<file path="src/rtl/ssd_host_arbiter.sv">
// Round-robin arbiter sharing one single-port SSD between N_REQ host requesters.
// One command in flight at a time; reads re-strobe the same address RD_STROBES times.
module ssd_host_arbiter #(
  parameter int N_REQ      = 4,
  parameter int RD_STROBES = 2,
  parameter int TIMEOUT    = 15
) (
  input  logic                  clk,
  input  logic                  reset_n,
  input  logic [N_REQ-1:0]      req_valid,
  input  logic [N_REQ-1:0]      req_write,
  input  logic [32*N_REQ-1:0]   req_addr,
  input  logic [32*N_REQ-1:0]   req_wdata,
  output logic [N_REQ-1:0]      req_grant,
  output logic [N_REQ-1:0]      rsp_valid,
  output logic [31:0]           rsp_rdata,
  output logic                  rsp_err,
  output logic                  busy,
  output logic [31:0]           ssd_addr,
  output logic [31:0]           ssd_data_in,
  output logic                  ssd_read_enable,
  output logic                  ssd_write_enable,
  input  logic [31:0]           ssd_data_out,
  input  logic                  ssd_ready
);
  localparam int PW = $clog2(N_REQ);
  localparam int SW = $clog2(RD_STROBES + 1);

  typedef enum logic [1:0] {IDLE, ISSUE, WAIT, RESP} state_t;

  state_t           state_q, state_d;
  logic [PW-1:0]    rr_ptr_q, rr_ptr_d, sel_q, sel_d, pick;
  logic             wr_q, wr_d, found;
  logic [SW-1:0]    strb_cnt_q, strb_cnt_d;
  logic [7:0]       wait_cnt_q, wait_cnt_d;
  logic [31:0]      addr_q, addr_d, wdata_q, wdata_d;
  logic [N_REQ-1:0] grant_q, grant_d, rsp_valid_q, rsp_valid_d;
  logic [31:0]      rsp_rdata_q, rsp_rdata_d;
  logic             rsp_err_q, rsp_err_d, busy_q, busy_d;
  logic             re_q, re_d, we_q, we_d;

  always_comb begin
    state_d     = state_q;
    rr_ptr_d    = rr_ptr_q;
    sel_d       = sel_q;
    wr_d        = wr_q;
    strb_cnt_d  = strb_cnt_q;
    wait_cnt_d  = wait_cnt_q;
    addr_d      = addr_q;
    wdata_d     = wdata_q;
    grant_d     = '0;
    rsp_valid_d = '0;
    rsp_rdata_d = '0;
    rsp_err_d   = 1'b0;
    re_d        = 1'b0;
    we_d        = 1'b0;
    found       = 1'b0;
    pick        = '0;
    // First valid requester at or after rr_ptr, scanning cyclically.
    for (int i = 0; i < N_REQ; i++) begin
      if (!found && req_valid[PW'((int'(rr_ptr_q) + i) % N_REQ)]) begin
        found = 1'b1;
        pick  = PW'((int'(rr_ptr_q) + i) % N_REQ);
      end
    end
    case (state_q)
      IDLE: if (found) begin
        state_d       = ISSUE;
        sel_d         = pick;
        wr_d          = req_write[pick];
        addr_d        = req_addr[32*pick +: 32];
        wdata_d       = req_wdata[32*pick +: 32];
        rr_ptr_d      = (pick == PW'(N_REQ - 1)) ? '0 : pick + 1'b1;
        strb_cnt_d    = SW'(1);
        grant_d[pick] = 1'b1;
        we_d          = req_write[pick];
        re_d          = ~req_write[pick];
      end
      ISSUE: begin
        state_d    = WAIT;
        wait_cnt_d = '0;
      end
      WAIT: begin
        if (ssd_ready) begin
          if (!wr_q && strb_cnt_q != SW'(RD_STROBES)) begin
            state_d    = ISSUE;
            strb_cnt_d = strb_cnt_q + 1'b1;
            re_d       = 1'b1;
          end else begin
            state_d            = RESP;
            rsp_valid_d[sel_q] = 1'b1;
            rsp_rdata_d        = wr_q ? 32'h0 : ssd_data_out;
          end
        end else if (wait_cnt_q == 8'(TIMEOUT - 1)) begin
          state_d            = RESP;
          rsp_valid_d[sel_q] = 1'b1;
          rsp_err_d          = 1'b1;
        end else if (wait_cnt_q != 8'hFF) begin
          wait_cnt_d = wait_cnt_q + 8'd1;
        end
      end
      RESP:    state_d = IDLE;
      default: state_d = IDLE;
    endcase
    busy_d = (state_d != IDLE);
  end

  always_ff @(posedge clk or negedge reset_n) begin
    if (!reset_n) begin
      state_q     <= IDLE;
      rr_ptr_q    <= '0;
      sel_q       <= '0;
      wr_q        <= 1'b0;
      strb_cnt_q  <= '0;
      wait_cnt_q  <= '0;
      addr_q      <= '0;
      wdata_q     <= '0;
      grant_q     <= '0;
      rsp_valid_q <= '0;
      rsp_rdata_q <= '0;
      rsp_err_q   <= 1'b0;
      busy_q      <= 1'b0;
      re_q        <= 1'b0;
      we_q        <= 1'b0;
    end else begin
      state_q     <= state_d;
      rr_ptr_q    <= rr_ptr_d;
      sel_q       <= sel_d;
      wr_q        <= wr_d;
      strb_cnt_q  <= strb_cnt_d;
      wait_cnt_q  <= wait_cnt_d;
      addr_q      <= addr_d;
      wdata_q     <= wdata_d;
      grant_q     <= grant_d;
      rsp_valid_q <= rsp_valid_d;
      rsp_rdata_q <= rsp_rdata_d;
      rsp_err_q   <= rsp_err_d;
      busy_q      <= busy_d;
      re_q        <= re_d;
      we_q        <= we_d;
    end
  end

  assign req_grant        = grant_q;
  assign rsp_valid        = rsp_valid_q;
  assign rsp_rdata        = rsp_rdata_q;
  assign rsp_err          = rsp_err_q;
  assign busy             = busy_q;
  assign ssd_addr         = addr_q;
  assign ssd_data_in      = wdata_q;
  assign ssd_read_enable  = re_q;
  assign ssd_write_enable = we_q;
endmodule

</file>
<file path="config.mk">
export PLATFORM = sky130hd
export DESIGN_NAME = ssd_host_arbiter
export DESIGN_NICKNAME = d
export VERILOG_FILES = /design/src/rtl/ssd_host_arbiter.sv
export SDC_FILE = /design/constraint.sdc
export NUM_CORES = 1
export LEC_CHECK = 0
export ABC_CLOCK_PERIOD_IN_PS = 2000
export CORE_AREA = 2 2 160 162
export CTS_CLUSTER_SIZE = 10
export DETAILED_ROUTE_END_ITERATION = 7
export DIE_AREA = 0 0 162 164
export GPL_ROUTABILITY_DRIVEN = 0
export SYNTH_ARGS = -nofsm -noshare
export SYNTH_HDL_FRONTEND = slang
export SYNTH_SLANG_ARGS = --single-unit
</file>
<file path="constraint.sdc">
create_clock -name clk -period 2 [get_ports clk]
set_input_delay 0.5 -clock clk [delete_from_list [all_inputs] [get_ports clk]]
set_output_delay 0.5 -clock clk [all_outputs]
set_load 0.02 [all_outputs]
</file>
==> flow_summary.toml <==
[outcome]
status = "completed"

[yosys]
postSynthAreaPerCell_um2 = 8.582
yosysUniqueCellTypes = 44
synthesis.area_um2 = 6574
yosysSeqAreaShare = 0.4758
syn_nets = 1072
synth_edf_count = 0
yosys_warnings = 0
async_flop_share = 1.000
ys.flop_type = "dfrtp_1"
ys_ff_latch = 125
syn_inst = 766

[cts]
clockRootBuffer = "clkbuf_16"
clkTransAtPathRegs_ns = 0.06
cts_htree_levels = 4
cts_inserted_buffers = 17
cts_setup_buffers = 0
clock_sinks = 125
clockBufferDepth = 2
clk_latency_ns = 0.42
cts_tree = "built"

[layout]
drive_above_1_share = 0.1010
n_antenna_cell = 0
fin_util = 0.4914
multi_input_area_um2 = 3158
nets = 1501
seq_area_um2 = 3128
syn_to_final_growth_pct = 85.53
fill_cells = 2400
design_area_um2 = 12200

[sta]
slew_violations = 0
slew_headroom = 0.6814
worst_pin_slew_ns = 0.4715
fin_skew_ns = 0.01073
period_share = 0.9777
setup_viol = 0
rsz0062_at_grt = "true"
hold_violations = 0
max_freq_mhz = 511.4
min_period_ns = 1.955

[floorplan]
dieWidth_um = 162
core.rowCount = 58
ios = 407
core_area_um2 = 24820
die_area_um2 = 26570
die_height_um = 164
initial_core_util = 0.2649

[setup_path]
crit_slowest_cell = "clkdlybuf4s50_1"
cp_num_buf_inv = 1
critPathRequiredTime_ns = 1.50
cp-start-kind = "register"
path_max_fanout = 2
worstPathCellList = "clkdlybuf4s50_1"
max_stage_delay_ns = 0.64
critPathArrivalTime_ns = 1.46
critical_path.top_delay_family = "buffers and inverters"
end_kind = "output port"
critical_path_class = "reg -> out"

[grt]
grt-ovfl-total = 0
grt_pass1_vias = 7305
antenna_found_initial = 0
grt_max_degree = 43
grt_first_pass_wirelength_mm = 41.39
grtUsageTotal = 0.2042

[placed_design]
port_buffers = 406
dp.final_hpwl_mm = 20.60
placedInstanceArea_um2 = 11240

[routing]
drtIter0Drc = 407
final_antenna_net_count = 0
vias = 7200
viasPerCell = 4.681
drc = 0
wl_per_cell_um = 18.74
drt_first_pass_iters = 6
wirelength_mm = 28.82

[job]
cap_violations = 0

[worst_hold_path]
worstHoldPathType = "reg -> reg"

[pwr]
ir_drop_mv = 0.5713
power_density_nw_per_um2 = 1253
p_leak_nw = 5.611
[cell type report]
class,instances,area share
repair buffers,464,0.3945
multi-input cells,578,0.2589
flip-flops and latches,125,0.2565
clock buffers,18,0.03519
well taps,330,0.03385
clock inverters,14,0.01682
inverters,8,0.003488
repair inverters,1,0.0007181
[layer usage]
metal | vias to the layer above | global-route usage | part of all wire
li1 | 3460 | - | -
met5 | - | 0 | 0
met1 | 3377 | 0.2412 | 0.41
met3 | 49 | 0.06540 | 0.076
met4 | 0 | 0.06476 | 0.024
met2 | 314 | 0.3532 | 0.49
[metrics by stage]
step,total power [mW],worst slack [ns],std cells,hold WS [ns],TNS (ns)
CTS,14.95,-0.002224,1531,0.4718,-0.002224
global placement,11.36,-0.5043,1498,0.4284,-32.15
finish,15.28,0.04463,1538,0.4750,0
floorplan,7.962,-0.003177,766,0.2044,-0.003177
global route,16.24,-0.01331,1538,0.4995,-0.05125
detailed placement,11.43,-0.5109,1498,0.4309,-34.00
[flip-flops by register name, summed over array words and instances, names as in the netlist]
register and flops:
ssd_data_in 32, ssd_write_enable 1, wr_q 1, sel_q 2, rsp_rdata 32, busy 1, rsp_err 1, rsp_valid 4
wait_cnt_q 8, req_grant 4, ssd_addr 32, state_q 2, ssd_read_enable 1, strb_cnt_q 2, rr_ptr_q 2
[timing repair]
item,in CTS,in global routing
gates cloned,0,7
pin swaps,0,3
endpoints found under the hold margin,32,0
hold buffers,1,0
setup endpoints to repair,37,62
gates resized for setup,10,37
[power by group]
group | leakage (nW) | internal, mW | switching, mW | total (mW)
sequential | 1.63 | 3.33 | 0.449 | 3.78
combinational | 3.68 | 3.88 | 4.23 | 8.11
clock | 0.309 | 2.12 | 1.27 | 3.39
[Yosys cell counts (4+ instances only)]
master	n	share of area
a211o_1	64	0.085
a21oi_1	130	0.099
and2_1	37	0.035
buf_2	17	0.013
buf_6	20	0.034
clkbuf_1	13	0.0074
dfrtp_1	125	0.48
ha_1	7	0.013
inv_1	7	0.0040
mux2i_1	6	0.0091
nand2_1	273	0.16
nand3_1	4	0.0030
nor2_1	6	0.0034
nor3_1	5	0.0038
o21ai_0	5	0.0038
[cells in the final DEF (no fill, tap or decap), types with 6 or more instances in the layout]
master and n:
clkdlybuf4s50_1 400, nand2_1 270, dfrtp_1 125, a21oi_1 120
a211o_1 64, and2_1 36, buf_4 30, clkbuf_16 22
buf_12 13, a21oi_2 10, buf_6 8, inv_1 7
inv_6 7, nor2_1 6, ha_1 6
[logic make-up (layout without fill, tap and decap cells)]
kind of cell               count (synthesis)  in the layout  synth area share
and+or+nand+nor                          349            349            0.2263
xor gates and xnor gates                   2              2          0.002665
adders and majority gates                  7              7           0.01332
AOI/OAI and AO/OA                        212            212            0.2046
DFF                                      125            125            0.4758
muxes                                      8              8           0.01256
buffers and inverters                     63            505           0.06471
[path summary, 6_finish.rpt]
check / start / to / slack [ns] / depth (start not counted)
setup / recovery: ssd_addr[17] / ssd_addr[17] / 0.04 / 1
hold / removal: wr_q / wr_q / 0.47 / 1
setup reg to reg: rr_ptr_q[1] / ssd_data_in[20] / 0.06 / 7
hold reg to reg: wr_q / wr_q / 0.47 / 1
max in group asynchronous: reset_n / strb_cnt_q[0] / 0.88 / 3
min in group asynchronous: reset_n / rsp_rdata[18] / 0.54 / 2
No activity file was read; power rests on OpenSTA's default activity.
